--- src/rtl/i2c_bus_decoder_if.sv ---
// I2C decode-stage bus bundle: filtered line inputs and
// registered protocol strobes toward the formatter.
interface i2c_bus_decoder_if;
   logic       i_scl;
   logic       i_sda;
   logic       o_start;
   logic       o_rstart;
   logic       o_stop;
   logic       o_byte_valid;
   logic [7:0] o_data;
   logic       o_ack;
   logic       o_addr_byte;
   logic       o_abort;
   logic       o_timeout;
   logic       o_busy;

   modport master (
      output i_scl, i_sda,
      input  o_start, o_rstart, o_stop, o_byte_valid,
      input  o_data, o_ack, o_addr_byte,
      input  o_abort, o_timeout, o_busy
   );

   modport slave (
      input  i_scl, i_sda,
      output o_start, o_rstart, o_stop, o_byte_valid,
      output o_data, o_ack, o_addr_byte,
      output o_abort, o_timeout, o_busy
   );
endinterface

--- src/rtl/i2c_bus_decoder.sv ---
// Passive I2C protocol decoder: START/Sr/STOP detection,
// byte + ACK assembly and an idle-SCL watchdog.
module i2c_bus_decoder #(
   parameter int TIMEOUT_NUM = 270000,
   parameter int TIMEOUT_BIT = 19
) (
   input logic              i_clk,
   input logic              i_res,
   i2c_bus_decoder_if.slave bus
);
   localparam logic [0:0] ST_IDLE   = 1'b0;
   localparam logic [0:0] ST_ACTIVE = 1'b1;
   localparam logic [TIMEOUT_BIT-1:0] TO_LAST =
      TIMEOUT_BIT'(TIMEOUT_NUM - 1);
   localparam logic [TIMEOUT_BIT-1:0] TO_MAX = '1;
   localparam bit TO_EN = (TIMEOUT_NUM != 0);

   logic [0:0]             state;
   logic                   scl_d;
   logic                   sda_d;
   logic [3:0]             bit_cnt;
   logic [7:0]             shift;
   logic [TIMEOUT_BIT-1:0] to_cnt;
   logic                   first;

   logic       start_r;
   logic       rstart_r;
   logic       stop_r;
   logic       valid_r;
   logic [7:0] data_r;
   logic       ack_r;
   logic       addr_r;
   logic       abort_r;
   logic       timeout_r;

   logic cond_start;
   logic cond_stop;
   logic cond_rise;
   logic partial;

   assign cond_start = scl_d & bus.i_scl & sda_d & ~bus.i_sda;
   assign cond_stop  = scl_d & bus.i_scl & ~sda_d & bus.i_sda;
   assign cond_rise  = ~scl_d & bus.i_scl;
   assign partial    = (bit_cnt != 4'd0);

   assign bus.o_start      = start_r;
   assign bus.o_rstart     = rstart_r;
   assign bus.o_stop       = stop_r;
   assign bus.o_byte_valid = valid_r;
   assign bus.o_data       = data_r;
   assign bus.o_ack        = ack_r;
   assign bus.o_addr_byte  = addr_r;
   assign bus.o_abort      = abort_r;
   assign bus.o_timeout    = timeout_r;
   assign bus.o_busy       = (state == ST_ACTIVE);

   // Line history, protocol state machine and registered strobes
   always_ff @(posedge i_clk) begin
      if (i_res) begin
         scl_d     <= 1'b1;
         sda_d     <= 1'b1;
         state     <= ST_IDLE;
         bit_cnt   <= 4'd0;
         shift     <= 8'd0;
         to_cnt    <= '0;
         first     <= 1'b0;
         start_r   <= 1'b0;
         rstart_r  <= 1'b0;
         stop_r    <= 1'b0;
         valid_r   <= 1'b0;
         data_r    <= 8'd0;
         ack_r     <= 1'b0;
         addr_r    <= 1'b0;
         abort_r   <= 1'b0;
         timeout_r <= 1'b0;
      end else begin
         scl_d     <= bus.i_scl;
         sda_d     <= bus.i_sda;
         start_r   <= 1'b0;
         rstart_r  <= 1'b0;
         stop_r    <= 1'b0;
         valid_r   <= 1'b0;
         abort_r   <= 1'b0;
         timeout_r <= 1'b0;
         unique case (state)
            ST_IDLE: begin
               to_cnt <= '0;
               if (cond_start) begin
                  state   <= ST_ACTIVE;
                  start_r <= 1'b1;
                  bit_cnt <= 4'd0;
                  first   <= 1'b1;
               end else if (cond_stop) begin
                  stop_r <= 1'b1;
               end
            end
            ST_ACTIVE: begin
               if (cond_start) begin
                  to_cnt   <= '0;
                  rstart_r <= 1'b1;
                  abort_r  <= partial;
                  bit_cnt  <= 4'd0;
                  first    <= 1'b1;
               end else if (cond_stop) begin
                  to_cnt  <= '0;
                  stop_r  <= 1'b1;
                  abort_r <= partial;
                  state   <= ST_IDLE;
                  bit_cnt <= 4'd0;
               end else if (cond_rise) begin
                  to_cnt <= '0;
                  if (bit_cnt == 4'd8) begin
                     data_r  <= shift;
                     ack_r   <= ~bus.i_sda;
                     addr_r  <= first;
                     valid_r <= 1'b1;
                     first   <= 1'b0;
                     bit_cnt <= 4'd0;
                  end else begin
                     shift   <= {shift[6:0], bus.i_sda};
                     bit_cnt <= bit_cnt + 4'd1;
                  end
               end else if (TO_EN && to_cnt == TO_LAST) begin
                  to_cnt    <= '0;
                  timeout_r <= 1'b1;
                  abort_r   <= partial;
                  state     <= ST_IDLE;
                  bit_cnt   <= 4'd0;
               end else if (to_cnt != TO_MAX) begin
                  to_cnt <= to_cnt + 1'b1;
               end
            end
         endcase
      end
   end
endmodule

--- src/flat_wrapper.sv ---
// flat-port wrapper written by rule: the top's interface ports become plain ports
module i2c_bus_decoder_flat 
#(
   parameter int TIMEOUT_NUM = 270000,
   parameter int TIMEOUT_BIT = 19
)
  (i_clk, i_res, bus_i_scl, bus_i_sda, bus_o_start, bus_o_rstart, bus_o_stop, bus_o_byte_valid, bus_o_data, bus_o_ack, bus_o_addr_byte, bus_o_abort, bus_o_timeout, bus_o_busy);
  i2c_bus_decoder_if bus_i ();
  input logic i_clk;
  input logic i_res;
  input wire logic [$bits(bus_i.i_scl)-1:0] bus_i_scl;
  input wire logic [$bits(bus_i.i_sda)-1:0] bus_i_sda;
  output wire logic [$bits(bus_i.o_start)-1:0] bus_o_start;
  output wire logic [$bits(bus_i.o_rstart)-1:0] bus_o_rstart;
  output wire logic [$bits(bus_i.o_stop)-1:0] bus_o_stop;
  output wire logic [$bits(bus_i.o_byte_valid)-1:0] bus_o_byte_valid;
  output wire logic [$bits(bus_i.o_data)-1:0] bus_o_data;
  output wire logic [$bits(bus_i.o_ack)-1:0] bus_o_ack;
  output wire logic [$bits(bus_i.o_addr_byte)-1:0] bus_o_addr_byte;
  output wire logic [$bits(bus_i.o_abort)-1:0] bus_o_abort;
  output wire logic [$bits(bus_i.o_timeout)-1:0] bus_o_timeout;
  output wire logic [$bits(bus_i.o_busy)-1:0] bus_o_busy;
  assign bus_i.i_scl = bus_i_scl;
  assign bus_i.i_sda = bus_i_sda;
  assign bus_o_start = bus_i.o_start;
  assign bus_o_rstart = bus_i.o_rstart;
  assign bus_o_stop = bus_i.o_stop;
  assign bus_o_byte_valid = bus_i.o_byte_valid;
  assign bus_o_data = bus_i.o_data;
  assign bus_o_ack = bus_i.o_ack;
  assign bus_o_addr_byte = bus_i.o_addr_byte;
  assign bus_o_abort = bus_i.o_abort;
  assign bus_o_timeout = bus_i.o_timeout;
  assign bus_o_busy = bus_i.o_busy;
  i2c_bus_decoder #(.TIMEOUT_NUM(TIMEOUT_NUM), .TIMEOUT_BIT(TIMEOUT_BIT)) u_core (.i_clk(i_clk), .i_res(i_res), .bus(bus_i));
endmodule
--- config.mk ---
export PLATFORM = sky130hd
export DESIGN_NAME = i2c_bus_decoder_flat
export DESIGN_NICKNAME = d
export VERILOG_FILES = /design/src/rtl/i2c_bus_decoder_if.sv /design/src/rtl/i2c_bus_decoder.sv /design/src/flat_wrapper.sv
export SDC_FILE = /design/constraint.sdc
export NUM_CORES = 1
export LEC_CHECK = 0
export CAP_MARGIN = 0
export CORE_UTILIZATION = 57
export CTS_CLUSTER_DIAMETER = 40
export DETAILED_ROUTE_END_ITERATION = 10
export GPL_ROUTABILITY_DRIVEN = 1
export PLACE_DENSITY = 0.77
export SLEW_MARGIN = 5
export SYNTH_ARGS = -nofsm -noshare
export SYNTH_HDL_FRONTEND = slang
export SYNTH_SLANG_ARGS = --single-unit
export TNS_END_PERCENT = 20
--- constraint.sdc ---
create_clock -name i_clk -period 2.85 [get_ports i_clk]
set_input_delay 0.285 -clock i_clk [delete_from_list [all_inputs] [get_ports i_clk]]
set_output_delay 0.285 -clock i_clk [all_outputs]
set_load 0.01 [all_outputs]
# After elaboration in Yosys (flattened, before gate mapping)
# Index checks and enable logic that the tools add are counted.
# op_classes
n_mux	32
addsub	2
bitwise	14
n_eq_ne	9
n_reduce_logical	10
# ops
cell	n
$mux 19	5
$pmux 19 s2	1
$mux 4	6
$add 19x1->19 const B	1
$eq 19x19->1 const B	1
$ne 19x19->1 const B	1
$mux 1	17
$reduce_and 5->1	2
$reduce_or 5->1	2
$ne 3x3->1 const B	3
$not 1->1	8
$pmux 4 s2	1
$and 1x1->1	6
$ne 6x6->1 const B	1
$reduce_or 2->1	3
$ne 5x5->1 const B	1
$add 4x1->4 const B	1
$eq 4x4->1 const B	1
$pmux 1 s2	2
$reduce_and 4->1	1
$reduce_bool 4->1	1
$ne 2x1->1 const B	1
$reduce_and 2->1	1
# word_totals
regBits	51
wordCells	83

# Longest topological paths before layout
# logic_depth
word_depth	7
mapped_depth	9
ltp_nobuf	7

# Worst setup path after synthesis
# Ideal clock, no wire load.
# synth_timing
path_type	flip-flop to flip-flop
startpoint	register u_core.to_cnt[0]
endpoint	register u_core.to_cnt[6]
path_stages_with_launch	9
arrival_ps	1870
n_path_buf	2
slack_ps	908
period_less_slack_ps	1942
setup_time_ps	71
cell_sequence	dfxtp_1 ha_1 and3_1 and2_1 clkbuf_1 and3_4 buf_6 or4_1 a21oi_1
# synth_between
elab_chain_cells	7
word_cells_on_any_way	10
# synth_rtl
item	line_no	rtl
from (decl)	i2c_bus_decoder.sv:23	logic [TIMEOUT_BIT-1:0] to_cnt;
from (signal assigned)	i2c_bus_decoder.sv:130	to_cnt <= to_cnt + 1'b1;
$add 19x1->19	i2c_bus_decoder.sv:130	
$mux 19	i2c_bus_decoder.sv:129	end else if (to_cnt != TO_MAX) begin
$mux 19	i2c_bus_decoder.sv:123	end else if (TO_EN && to_cnt == TO_LAST) begin
$mux 19	i2c_bus_decoder.sv:110	end else if (cond_rise) begin
$mux 19	i2c_bus_decoder.sv:104	end else if (cond_stop) begin
$mux 19	i2c_bus_decoder.sv:98	if (cond_start) begin
$pmux 19 s2	i2c_bus_decoder.sv:85	unique case (state)
# Parallel ways exist; a longest one is shown, timed or not. The select of a mux whose other input is x is not followed.
# A chain may end at the register's enable or synchronous reset.

# Worst setup path after layout
# layout_timing
startpoint	register u_core.to_cnt[0]
endpoint	register u_core.to_cnt[4]
# The elaborated chain is that of the path after synthesis.

==> results.md <==
- Top-count cell post-synth: dfxtp_1
- DR vias: 1854
- Drt first pass iters: 4
- Synth Area in Simple Gates: 0.268
- Number of DRC markers in iteration 0: 202
- Post-synth top flop: dfxtp_1
- Clock-pin slew on the worst setup and hold paths: 90 ps
- R2r setup slk: 670 ps
- Hpwl dp: 2.91 mm
- Core area: ~3700 um^2
- Initial antenna violation count: 0
- H-tree depth: 2
- Setup TNS: 0 ps
- YS warnings: 0
- ANT cells: 0
- P&R area growth vs syn: 14.5%
- Clock latency at the later pin of the worst-skew pair: 310 ps
- Area leader, netlist: dfxtp_1
- R2R Path Start: u_core.to_cnt[0]
- Final setup vio count: 0
- IO buf count: 20
- XOR/XNOR Fraction of Synth Area: 0.0192
- Ys async rst share: 0
- Max Cap Viol: 0
- DRT Wirelength: ~4.3 mm
- Kind of critical path: reg2reg
- Tot GR Track Use: 0.222
- Final Core Density: 0.698
- R2R depth: 6
- PostCTS Resize Cnt: 0
- Worst Hold Endpoint: u_core.bus.o_data[6]
- Full die area: 4260 um^2
- Largest net degree at the start of global routing: 30
- PD cells: 518 nW/um^2
- FMAX: ~460 MHz
- Worst Path Required: 3050 ps
- Syn Std Cell Area: around 2300 um^2
- Synth Area in Adders: 0.0165
- Yosys top cell area share: 0.448
- RSZ-0062 raised after global routing: no
- Post-route ant nets: 0
- Top cells by count, synth: dfxtp_1 (51), nor2_1 (34), mux2i_1 (20)
- Register area share after synthesis: 0.448
- Slew Viols, Final: 0
- Slew headroom: 0.586
- CTS tree: done
- Yosys cell types: 54
- Layout Skew: ~12 ps
- Synth Net Count: 256
- Final Cycle Share: 0.766
- Postcts setup bufs: 0
- Number of global-route vias before repair: 1680
- GPL Wtd Cong: 0.814
- Seq cells post-synth: 51
- Hold path depth: 2
- Std-Cell Rows: 22
- Reg-to-reg endpoint: u_core.to_cnt[4]
- Top cells by area, synth: dfxtp_1 (45%), mux2i_1 (8.8%), nor2_1 (5.6%)
- Die X: between 60 and 70 um
- Static leakage: approximately 0.00085 uW
- Wire length per cell: 13.9 um
- Remaining Overflow, GRT: 0
- TritonCTS buffer count: 5
- Synthesized area per cell: around 9.2 um^2
- Hold Vio Cnt, Final: 0
- Compound-Gate Fraction of Synth Area: 0.120
- Max IR drop VDD: 383 uV
- Synthesized netlist cell count: 249
- CTS sink cnt: 51
- Hold slack: 496 ps
- Root Buffer: clkbuf_8
- Crit path capture type: flop
- # hold bufs at CTS: 0
- Placed cells: 303
- Drc violations: 0
- Final Power: 1350 uW
- Minimum clock period: 2180 ps
- Hold Startpoint: u_core.bus.o_data[6]
- Layout cells sized above 1: 0.0532
- Finished Layout Cells: 311
- Number of flops mapped to enable cells by yosys: 0
- Crit Path Max Fanout: 19
- Mux share of post-synthesis cell area: 0.0878
- Initial Utilization: 0.609
- Worst hold path class: reg2reg
- Longest Clk Path Bufs: 2
- Net count, final: 269
- Least-Margin Pin Slew: about 620 ps
- Num ports: 21
- Die height: 65.3 um
- CP Launch Type: flop
- First-pass GRT wire length: 7.36 mm
- Largest family of logic cells by synthesized area: simple AND/OR/NAND/NOR gates
- Vias per cell: 5.96
- Fillers: roughly 330
- Worst EP arrival: 2380 ps
- Status: finished clean
worst max path at each step:
stage | start | to
3_3_place_gp | bus_i_scl | u_core.to_cnt[12]
2_1_floorplan | u_core.to_cnt[0] | u_core.to_cnt[6]
5_1_grt | u_core.to_cnt[0] | u_core.to_cnt[4]
6_report | u_core.to_cnt[0] | u_core.to_cnt[4]
3_5_place_dp | bus_i_scl | u_core.to_cnt[11]
4_1_cts | u_core.to_cnt[0] | u_core.to_cnt[4]
layout by cell type (no fill, tap or decap), types with 4 or more instances in the layout:
master           instances
nor3_1                   8
nand2b_1                 4
nand2_1                 13
nand4_1                  5
nor2_1                  34
nand3_1                  8
or4_1                    5
a21oi_1                 12
and3_1                   5
o31ai_1                  5
a31oi_1                  5
clkdlybuf4s50_1         20
dfxtp_1                 51
mux2i_1                 20
clkbuf_8                 5
and4_1                   6
area by class of cell:
type                            instances  area, um^2  share of cell area
Tap cell                               48        60.1              0.0230
Clock inverter                          3        67.6              0.0259
Sequential cell                        51        1020               0.391
Inverter                                3        11.3             0.00431
Timing Repair Buffer                   22         215              0.0824
Clock buffer                            5        68.8              0.0264
Multi-Input combinational cell        179        1170               0.447
power breakdown:
part | internal, uW | leakage (uW) | switching, uW
Combinational | 18.5 | 0.000377 | 23.0
Sequential | 717 | 0.000412 | 6.65
Clock | 350 | 0.0000644 | 239
Total | 1090 | 0.000853 | 268
worst max-delay path, cell delays in order (launching register included):
cell and delay [ps]:
dfxtp_1 390, ha_1 230, and3_1 300, and2_1 310
nand2_1 130, nand2_1 490, o21ba_1 220
routing by layer:
| metal | up-vias | global-route usage | share of wire |
|---|---|---|---|
| met3 | 7 | 0.0434 | 0.037 |
| met2 | 46 | 0.369 | 0.45 |
| met5 | - | 0 | 0 |
| met4 | 0 | 0.0924 | 0.015 |
| li1 | 934 | - | - |
| met1 | 867 | 0.278 | 0.49 |
flip-flops by register name (all words and copies together) (netlist names):
name and flops:
u_core.bus.o_addr_byte 1, u_core.bus.o_ack 1, u_core.sda_d 1, u_core.bus.o_data 8, u_core.bus.o_start 1, u_core.scl_d 1
u_core.to_cnt 19, u_core.bus.o_timeout 1, u_core.bus.o_abort 1, u_core.bus.o_busy 1, u_core.bit_cnt 4, u_core.first 1
u_core.bus.o_byte_valid 1, u_core.bus.o_rstart 1, u_core.bus.o_stop 1, u_core.shift 8
cell families (layout without fill, tap and decap cells):
kind of cell | count (synthesis) | in the layout
adders and majority gates | 3 | 3
DFF | 51 | 51
muxes | 20 | 20
and+or+nand+nor | 110 | 110
buffers and inverters | 19 | 33
xor gates and xnor gates | 5 | 5
AOI/OAI and AO/OA | 41 | 41
stage by stage:
step           area, um^2  setup WS (ps)
6_report             2610            668
4_1_cts              2610            665
2_1_floorplan        2280            908
3_3_place_gp         2470            471
5_1_grt              2610            472
3_5_place_dp         2470            438
(Power assumes the default switching activity.)
